File: src/rtl/fetch_pc_sequencer.sv
// Fetch-stage next-PC selection with a 2-bit saturating branch history table.
// Execute-stage redirects take priority over stall, and every mispredict raises a flush.
module fetch_pc_sequencer #(
   parameter int              PC_W     = 32,
   parameter int              BHT_IDX  = 4,
   parameter logic [PC_W-1:0] RESET_PC = '0,
   parameter int              CNT_W    = 16
) (
   input  logic             clk,
   input  logic             rst,
   input  logic             stall,
   input  logic             if_is_br,
   input  logic [PC_W-1:0]  if_target,
   input  logic             ex_valid,
   input  logic             ex_is_br,
   input  logic             ex_taken,
   input  logic             ex_pred_taken,
   input  logic [PC_W-1:0]  ex_pc,
   input  logic [PC_W-1:0]  ex_target,
   output logic [PC_W-1:0]  pc,
   output logic             pred_taken,
   output logic             flush,
   output logic [CNT_W-1:0] mispred_cnt
);

   localparam int DEPTH = 1 << BHT_IDX;

   logic [1:0]         bht [DEPTH];
   logic               res;
   logic               mispredict;
   logic [BHT_IDX-1:0] if_idx;
   logic [BHT_IDX-1:0] ex_idx;
   logic [PC_W-1:0]    pc_next;

   assign if_idx = pc[BHT_IDX-1:0];
   assign ex_idx = ex_pc[BHT_IDX-1:0];

   // Lookup reads the table before this cycle's training write lands.
   always_comb begin
      res        = ex_valid & ex_is_br;
      mispredict = res & (ex_taken != ex_pred_taken);
      flush      = mispredict;
      pred_taken = if_is_br & bht[if_idx][1];
      pc_next    = pc + PC_W'(1);
      if (mispredict) begin
         pc_next = ex_taken ? ex_target : ex_pc + PC_W'(1);
      end else if (stall) begin
         pc_next = pc;
      end else if (pred_taken) begin
         pc_next = if_target;
      end
   end

   always_ff @(posedge clk) begin
      if (rst) begin
         pc          <= RESET_PC;
         mispred_cnt <= '0;
         for (int i = 0; i < DEPTH; i++) begin
            bht[i] <= 2'b01;
         end
      end else begin
         pc <= pc_next;
         if (mispredict && (mispred_cnt != {CNT_W{1'b1}})) begin
            mispred_cnt <= mispred_cnt + CNT_W'(1);
         end
         if (res) begin
            if (ex_taken && (bht[ex_idx] != 2'b11)) begin
               bht[ex_idx] <= bht[ex_idx] + 2'd1;
            end else if (!ex_taken && (bht[ex_idx] != 2'b00)) begin
               bht[ex_idx] <= bht[ex_idx] - 2'd1;
            end
         end
      end
   end

endmodule

File: config.mk
export PLATFORM = sky130hd
export DESIGN_NAME = fetch_pc_sequencer
export DESIGN_NICKNAME = d
export VERILOG_FILES = /design/src/rtl/fetch_pc_sequencer.sv
export SDC_FILE = /design/constraint.sdc
export NUM_CORES = 1
export LEC_CHECK = 0
export ABC_AREA = 1
export CORE_MARGIN = 3
export CORE_UTILIZATION = 30
export DETAILED_ROUTE_END_ITERATION = 7
export PLACE_DENSITY = 0.64
export SYNTH_ARGS = -nofsm -noshare
export SYNTH_HDL_FRONTEND = slang
export SYNTH_SLANG_ARGS = --single-unit
File: constraint.sdc
create_clock -name clk -period 1.75 [get_ports clk]
set_input_delay 0.175 -clock clk [delete_from_list [all_inputs] [get_ports clk]]
set_output_delay 0.175 -clock clk [all_outputs]
set_load 0.01 [all_outputs]
==> results.md, run 1 <==
STA:
- Of the available clock period, the critical path in the final layout requires 1.06.
- For the finished layout, the period the worst path requires is 1860 ps.
- For this run, the top clock speed supported by timing is 0.537 GHz.
- The slew at the pin with the worst max-slew slack is 575 ps.
- Setup repair after global routing could not meet its margin everywhere.
- Adding up every negative setup slack in the final design gives -3940 ps.
- In this run the tightest slew margin relative to its limit is 0.615.
- Across all setup checks in the final design, the least slack found is -111 ps.
- The max-slew violation count was 0.
- The total setup violations reported at the end of the flow is 55.
- For the final database, setup skew stands at 7.42 ps.
- The number of hold-slack violations in the final timing report is 0.

Final layout:
- The layout overhead on the synthesized area is 66.4%.
- The layout has 2102 filler cells.
- The post-route core utilization is 0.516.
- For this run, the number of standard cells in the final layout without fillers is 1686.
- Of the cells placed in the final design, the portion with a size suffix greater than 1 is 0.327.
- Registers take 2030 µm².
- The multi-input combinational cells in the finished layout cover a total of 5080 µm².
- The final layout net count is 1510.

Synthesis:
- The total standard cell area after synthesis is 6870 µm².
- The number of nets in the synthesized netlist is 1213.
- In the synthesized netlist the dominant register cell turns out to be sky130_fd_sc_hd__dfxtp_1.
- Ranked by total cell area, the synthesized netlist is headed by sky130_fd_sc_hd__nand2_1 (16%), sky130_fd_sc_hd__dfxtp_1 (15%), sky130_fd_sc_hd__edfxtp_1 (14%), sky130_fd_sc_hd__nor2_1 (8.2%), sky130_fd_sc_hd__nand3_1 (7.7%).
- The cell type with the highest aggregate area in the netlist is sky130_fd_sc_hd__nand2_1.
- The number of synthesized flops with an enable pin is 32.
- The share of the Yosys chip area taken by registers is 0.291.
- By instance count, the leading cell after synthesis is sky130_fd_sc_hd__nand2_1.
- The Yosys step of the flow raised 0 warnings.
- By count the netlist is led by sky130_fd_sc_hd__nand2_1 (299), sky130_fd_sc_hd__nor2_1 (150), sky130_fd_sc_hd__inv_1 (108).
- The post-synthesis area per instance is 6.23 µm².
- The number of synthesized register bits is 84.
- The share of flip-flops with an asynchronous set or reset after synthesis is 0.
- Yosys mapped the design onto 39 distinct sky130hd cell types.
- The area share of the largest cell type after synthesis is 0.163.
- Synthesis produced a netlist whose cell count is 1103.

Place:
- The congestion estimate from routability-driven global placement came to 0.955.
- The wire-length estimate of the detail-placed layout is 21.3 mm.
- The number of input and output port buffers inserted is 153.
- The cell count after placement is 1647.

Floorplan:
- The vertical die dimension is 157 µm.
- The floorplan has 54 rows.
- The region available for standard cell placement spans 22200 µm².
- The total die area is 24700 µm².
- For this configuration, the core starts out at a cell density of 0.310.
- The I/O pin count is 154.
- The die outline width is 157 µm.

Setup path:
- The reg-to-reg critical path startpoint is bht[2][1].
- The critical path's most frequent cell is sky130_fd_sc_hd__nand2_4.
- The type of element launching the critical path is a register.
- The buffering stage count on the worst path with inverters included is 2.
- The kind of cell with the highest combined delay along the critical path is simple AND/OR/NAND/NOR gates.
- The worst setup path is captured at a register.
- Walking the worst path, the cells encountered are o211ai_1 > nand2_1 > nand2_1 > nand2_2 > inv_2 > nand2_4 > nand2_4 > nand2_4 > nand2_8 > buf_12 > nand3_4 > nand2_2.
- The stage delay of the slowest cell on the critical path is 460 ps.
- The launch point of the worst path is bht[2][1].
- Of all nets on the critical path, the largest fanout is 8.
- On the critical path, the stage with the largest delay is an instance of sky130_fd_sc_hd__edfxtp_1.
- The data required time of the critical path is 1820 ps.
- For the worst setup path, the data arrival time is 1940 ps.
- The critical path start-end classification is reg2reg.

Clock network:
- Buffers inserted to repair hold after CTS numbered 0.
- The number of levels in the clock H-tree is 3.
- At the later pin of the worst-skew pair, clock insertion delay measures 360 ps.
- The clock-pin slew on the worst setup and hold paths is 70 ps.
- CTS placed an instance of sky130_fd_sc_hd__clkbuf_16 at the clock tree root.
- The clock sink total is 84.
- The CTS buffer count is 9.
- The maximum root-to-sink buffer count is 2.
- TritonCTS built the clock tree.

Global route:
- For met2 alone, demand over resource in global routing was 0.325.
- For met1 alone, demand over resource in global routing was 0.312.
- The global-route layer with the greatest usage is met2.
- The met3 track demand over resource is 0.0313.
- The wire length of the first global-routing pass is 41.4 mm.
- The initial antenna violation count is 0.
- The largest net degree at the start of global routing is 40.
- Across every metal layer, demand over resource in global routing totals 0.213.
- Global routing finished with a remaining overflow of 0.
- The via count of the first global-routing pass came to 7647.

Power:
- The largest vdd supply drop is 482 µV.
- The cell leakage power is 4.81 nW.
- Dividing total power by cell area gives a power density of 615 nW/µm².

Detailed routing:
- The post-detailed-route via-to-cell ratio is 5.08.
- The post-route antenna net violation count is 0.
- The average wire length per cell after detail routing is 17.1 µm.
- The total iterations of the first detailed-routing run is 5.
- The number of vias after detailed routing is 8566.
- The detailed router finished its first iteration with 697 violations.
- Wires add up to 28.9 mm.
- For this run, design rule violations remaining after detail routing come to 0.

Outcome:
- The final reports fail on negative setup slack.
- The run finished, with violations left.

Worst hold path:
- The worst hold path begins at ex_pc[11].
- The tightest min-delay check is of the in2reg type.

Flow run:
- Max-cap violations in this run came to 0.
==> tightest hold or removal path, cell delays in order <==
cell                             delay [ps]
sky130_fd_sc_hd__dlymetal6s2s_1         150
sky130_fd_sc_hd__buf_4                  150
sky130_fd_sc_hd__xnor2_1                 70
sky130_fd_sc_hd__nand2_1                 60
sky130_fd_sc_hd__a21oi_1                 80
sky130_fd_sc_hd__a21oi_2                110
==> layer usage <==
| layer | part of all wire | wire [µm] |
|---|---|---|
| met5 | 0 | 0 |
| met4 | 0.024 | 693 |
| met3 | 0.065 | 1880 |
| met2 | 0.45 | 13000 |
| met1 | 0.46 | 13300 |
==> layout by cell type, fill, tap and decap left out, types with 8 or more instances in the layout <==
cell | synthesis | routed
sky130_fd_sc_hd__dfxtp_1 | 52 | 33
sky130_fd_sc_hd__clkbuf_16 | 0 | 13
sky130_fd_sc_hd__buf_4 | 5 | 146
sky130_fd_sc_hd__inv_1 | 108 | 98
sky130_fd_sc_hd__nand3b_1 | 16 | 16
sky130_fd_sc_hd__dlymetal6s2s_1 | 0 | 8
sky130_fd_sc_hd__xnor2_1 | 12 | 12
sky130_fd_sc_hd__dfxtp_2 | 0 | 18
sky130_fd_sc_hd__o21ai_0 | 49 | 44
sky130_fd_sc_hd__o21ai_1 | 12 | 16
sky130_fd_sc_hd__inv_2 | 8 | 19
sky130_fd_sc_hd__nand4_1 | 30 | 30
sky130_fd_sc_hd__nand3_2 | 13 | 41
sky130_fd_sc_hd__nor2_1 | 150 | 127
sky130_fd_sc_hd__a21oi_1 | 71 | 44
sky130_fd_sc_hd__a21oi_2 | 1 | 28
sky130_fd_sc_hd__nor2_2 | 10 | 30
sky130_fd_sc_hd__nor3_1 | 20 | 11
sky130_fd_sc_hd__xor2_1 | 18 | 18
sky130_fd_sc_hd__clkdlybuf4s50_1 | 0 | 140
sky130_fd_sc_hd__buf_6 | 8 | 15
sky130_fd_sc_hd__nand3_1 | 105 | 62
sky130_fd_sc_hd__buf_12 | 1 | 14
sky130_fd_sc_hd__nand2_1 | 299 | 231
sky130_fd_sc_hd__nand2_2 | 7 | 43
sky130_fd_sc_hd__edfxtp_1 | 32 | 32
sky130_fd_sc_hd__nand3_4 | 1 | 17
sky130_fd_sc_hd__nand2_4 | 2 | 33
sky130_fd_sc_hd__nor3_2 | 1 | 8
==> layout make-up <==
cell class              instances  area share
diodes                          1    0.000219
clock buffers                   9      0.0197
clock inverters                 7     0.00788
inverters                     118      0.0394
multi-input cells             854       0.444
flip-flops and latches         84       0.177
well taps                     280      0.0307
repair buffers                333       0.280
==> report_power, final <==
part / switching [W] / total (W) / leakage, nW / internal (W)
registers: 0.000141 / 0.00229 / 0.716 / 0.00215
logic: 0.00140 / 0.00264 / 3.94 / 0.00125
clock network: 0.000940 / 0.00209 / 0.156 / 0.00115
total: 0.00248 / 0.00703 / 4.81 / 0.00455
==> flip-flops by register name, indices dropped and copies added, names as in the netlist, named ones only <==
register     count
bht             32
mispred_cnt     16
pc              32
==> stage by stage <==
step | instance area (µm²) | hold WS, ps | total power, W | setup slack, ps
after floorplan | 6870 | 400 | 0.00326 | 18.7
after global placement | 9810 | 493 | 0.00430 | -571
after detailed placement | 9810 | 510 | 0.00431 | -640
after CTS | 10400 | 466 | 0.00648 | -138
after global routing | 11400 | 493 | 0.00731 | -218
final | 11400 | 463 | 0.00703 | -111
==> worst paths after layout <==
path	to	slack, ps	depth (start not counted)
worst max-delay path	bht[11][0]	-110	12
worst min-delay path	pc[11]	460	6
worst max register to register	bht[11][0]	-110	12
worst min register to register	mispred_cnt[1]	520	2
==> kinds of logic (layout without fill, tap and decap cells) <==
group                    after synthesis  in the layout  share of synthesized area
AO/OA/AOI/OAI                        143            143                      0.108
XOR/XNOR                              30             30                     0.0383
adder cells (fa/ha/maj)                6              6                     0.0109
buffers and inverters                166            467                      0.106
flip-flops                            84             84                      0.291
other                                  0              1                          0
AND/OR/NAND/NOR                      674            675                      0.445
==> timing repair <==
item                                   4_1_cts  5_1_grt
gates cloned                                 3        6
resized for setup                           56      259
pin swaps                                    4       83
setup endpoints to repair                  102      118
endpoints found under the hold margin        0        0
buffers inserted                             8        7
No activity file was read; power rests on OpenSTA's default activity.
==> inputs of run 2 (changes only) <==
--- a/config.mk
+++ b/config.mk
@@ -10,6 +10,7 @@
 export CORE_UTILIZATION = 30
 export DETAILED_ROUTE_END_ITERATION = 7
 export PLACE_DENSITY = 0.64
+export REMOVE_ABC_BUFFERS = 1
 export SYNTH_ARGS = -nofsm -noshare
 export SYNTH_HDL_FRONTEND = slang
 export SYNTH_SLANG_ARGS = --single-unit
==> run 2 against run 1 <==
  * The run still ends with negative setup slack left
  * Sequential share of layout area increased by 0.58 points
  * Via count down 1.4%
  * Cell area down 4.2%
  * Critical path depth unchanged
  * Critical endpoint unchanged
==> results.md, run 2 (synthesis gave the netlist of run 1 again) <==
Clock network:
- The clock root buffer master is sky130_fd_sc_hd__clkbuf_16 (unchanged).
- The maximum root-to-sink buffer count is 2 (unchanged).
- The clock latency at the later pin of the worst-skew pair is 360 ps (about the same).
- The number of levels in the clock H-tree is 3 (unchanged).
- The clock sink total was 84 (unchanged).
- The TritonCTS clock tree is built (unchanged).
- The CTS buffer count is 9 (unchanged).
- The clock-pin slew on the worst setup and hold paths is 70 ps (about the same).
- The hold buffer count at CTS is 0 (unchanged).

Setup path:
- The type of element launching the critical path was a register (unchanged).
- The internal reg-to-reg setup slack is -130 ps (was -110 ps).
- The cell at the slowest stage of the critical path was sky130_fd_sc_hd__edfxtp_1 (unchanged).
- The stage delay of the slowest cell on the critical path is 460 ps (about the same).
- Critical path cell sequence: o211ai_1 > nand2_1 > nand2_1 > nand2_2 > inv_1 > nand2_2 > nand2_4 > nand2_4 > nand2_8 > clkbuf_16 > nand3_2 > nand2_2 (was o211ai_1 > nand2_1 > nand2_1 > nand2_2 > inv_2 > nand2_4 > nand2_4 > nand2_4 > nand2_8 > buf_12 > nand3_4 > nand2_2).
- The buffering stage count on the worst path with inverters included was 2 (unchanged).
- The critical path start-end classification is reg2reg (unchanged).
- The critical path's most frequent cell is sky130_fd_sc_hd__nand2_2 (was sky130_fd_sc_hd__nand2_4).
- The cell family with the largest share of critical-path delay is simple AND/OR/NAND/NOR gates (unchanged).
- The maximum net fanout on the critical path was 5 (was 8).
- The data required time of the critical path is 1820 ps (about the same).
- The arrival time at the worst endpoint is 1950 ps (was 1940 ps).
- The type of element capturing the critical path was a register (unchanged).

STA:
- Unrepaired setup endpoints after global routing: true (unchanged).
- The tightest slew margin relative to the limit is 0.714 (was 0.615).
- The worst-case setup margin in the final layout is -130 ps (was -111 ps).
- The max-slew violation count is 0 (unchanged).
- The clock tree skew after final layout came to 11.2 ps (was 7.42 ps).
- The final-layout setup total negative slack is -5240 ps (was -3940 ps).
- The shortest clock period the worst path allows after layout is 1880 ps (was 1860 ps).
- The total setup violations reported at the end of the flow is 73 (was 55).
- The slew at the pin with the worst max-slew slack was 426 ps (was 575 ps).
- The number of hold-slack violations in the final timing report is 0 (unchanged).
- The post-route fraction of the period consumed by the critical path came to 1.07 (was 1.06).
- The maximum clock frequency is 0.532 GHz (was 0.537 GHz).

Final layout:
- Top flop regs: bht: 32 flops, pc: 32 flops, mispred_cnt: 16 flops (unchanged).
- Commonest non-fill, non-tap cells in the layout: sky130_fd_sc_hd__nand2_1 (264), sky130_fd_sc_hd__buf_4 (153), sky130_fd_sc_hd__clkdlybuf4s50_1 (141) (was sky130_fd_sc_hd__nand2_1 (231), sky130_fd_sc_hd__buf_4 (146), sky130_fd_sc_hd__clkdlybuf4s50_1 (140)).
- The number of fill cells in the layout was 2176 (was 2102).
- The most common library cell in the layout ignoring fill and taps is sky130_fd_sc_hd__nand2_1 (unchanged).
- The final layout net count is 1510 (unchanged).
- The sequential cell area was 2010 µm² (was 2030 µm²).
- The multi-input gate area in the final layout is 4630 µm² (was 5080 µm²).
- The share of post-route cells with drive strength above 1 is 0.256 (was 0.327).
- The antenna cell count came to 0 (was 1).
- The layout overhead on the synthesized area is 59.5% (was 66.4%).

Place:
- The post-placement worst setup slack came to -702 ps (was -640 ps).
- The number of input and output port buffers inserted is 153 (unchanged).
- The half-perimeter wire length after detailed placement is 21.6 mm (was 21.3 mm).
- The weighted congestion at the end of routability-driven global placement is 0.953 (was 0.955).

Floorplan:
- The total die area is 24700 µm² (unchanged).
- The placement row count was 54 (unchanged).
- The die outline width is 157 µm (unchanged).
- The initial core utilization is 0.310 (unchanged).
- The vertical die dimension was 157 µm (unchanged).
- The I/O pin count is 154 (unchanged).
- The total core area is 22200 µm² (unchanged).

Detailed routing:
- The post-route antenna net violation count is 0 (unchanged).
- The number of remaining DRC errors is 0 (unchanged).
- The post-detailed-route via-to-cell ratio is 5.01 (was 5.08).
- The average wire length per cell after detail routing is 16.7 µm (was 17.1 µm).
- The total iterations of the first detailed-routing run is 5 (unchanged).
- The number of vias after detailed routing is 8450 (was 8566).
- The final wirelength is 28.1 mm (was 28.9 mm).
- The number of DRC markers in iteration 0 is 710 (was 697).

Flow run:
- The number of violations of the max-capacitance limit is 0 (unchanged).

Global route:
- The global-route usage over all layers was 0.215 (was 0.213).
- The wire length of the first global-routing pass is 41.6 mm (was 41.4 mm).
- The largest net degree at the start of global routing came to 41 (was 40).
- The initial antenna violation count is 0 (unchanged).
- The via count of the first global-routing pass was 7755 (was 7647).
- The overall overflow remaining after global route is 0 (unchanged).

Outcome:
- Violated checks: negative setup slack (unchanged).
- Status: complete, but fails checks (unchanged).

Worst hold path:
- The kind of path behind the tightest hold check is in2reg (unchanged).

Power:
- The cell leakage power came to 4.58 nW (was 4.81 nW).
- The largest vdd supply drop is 603 µV (was 482 µV).
- The power density over the cells was 607 nW/µm² (was 615 nW/µm²).
-- run 2: cell types whose count changed in the layout (fill, tap and decap cells not counted), moves of 14 or more --
cell / change
sky130_fd_sc_hd__nand3_1: +25
sky130_fd_sc_hd__dfxtp_1: +15
sky130_fd_sc_hd__nand2_1: +33
sky130_fd_sc_hd__dfxtp_2: -14
sky130_fd_sc_hd__nand2_4: -24
sky130_fd_sc_hd__nand3_2: -24
-- run 2: final timing paths --
path | from | end | cells past startpoint
worst max-delay path | bht[10][1] | bht[11][0] | 12
worst min-delay path | ex_pc[8] | pc[8] | 7
worst max register to register | bht[10][1] | bht[11][0] | 12
worst min register to register | mispred_cnt[3] | mispred_cnt[3] | 2
-- run 2: power breakdown --
| group | internal, W | total (W) | switching (W) |
|---|---|---|---|
| sequential | 0.00214 | 0.00228 | 0.000137 |
| clock | 0.00113 | 0.00204 | 0.000910 |
| combinational | 0.00113 | 0.00233 | 0.00120 |
-- run 2: repair_timing --
action	in CTS	in global routing
buffers inserted	3	4
resized for setup	64	109
endpoints found under the setup margin	98	112
cloned	2	5
hold endpoints to repair	0	0
pin swaps	11	30
-- run 2: layout make-up --
cell class,count,share of cell area
timing repair buffer,333,0.293
multi-input combinational,854,0.423
clock buffer,9,0.0206
inverter,118,0.0409
clock inverter,7,0.00765
sequential,84,0.183
tap,280,0.0320
-- run 2: tightest hold or removal path, stage by stage --
cell	delay, ps
sky130_fd_sc_hd__dlymetal6s2s_1	170
sky130_fd_sc_hd__xor2_1	100
sky130_fd_sc_hd__nand2_1	50
sky130_fd_sc_hd__o211ai_1	90
sky130_fd_sc_hd__nand3_2	80
sky130_fd_sc_hd__nand2_1	40
sky130_fd_sc_hd__inv_1	40
-- run 2: metal layers --
layer  global-route usage  routed length, µm  vias up
met3               0.0377               1790       42
li1                     -                  -     4191
met5                    0                  0        -
met2                0.345              13100      327
met4               0.0599                680        0
met1                0.298              12500     3890
-- run 2: stage by stage --
step	utilization	cell area, µm²	cells	hold slack (ps)	total power, W
finish	0.494	11000	1685	427	0.00665
detailed placement	0.446	9890	1656	502	0.00434
CTS	0.469	10400	1677	458	0.00645
global placement	0.446	9890	1656	488	0.00434
floorplan	-	6580	1055	244	0.00316
global route	0.494	11000	1685	473	0.00695
==> inputs of run 3 (changes only) <==
--- a/config.mk
+++ b/config.mk
@@ -8,7 +8,9 @@
 export ABC_AREA = 1
 export CORE_MARGIN = 3
 export CORE_UTILIZATION = 30
+export CTS_BUF_LIST = sky130_fd_sc_hd__clkbuf_8 sky130_fd_sc_hd__clkbuf_16
 export DETAILED_ROUTE_END_ITERATION = 7
+export HOLD_SLACK_MARGIN = 0.02
 export PLACE_DENSITY = 0.64
 export REMOVE_ABC_BUFFERS = 1
 export SYNTH_ARGS = -nofsm -noshare
==> results of run 3 <==
The final DEF is identical to that of run 2; final timing and power are the same.
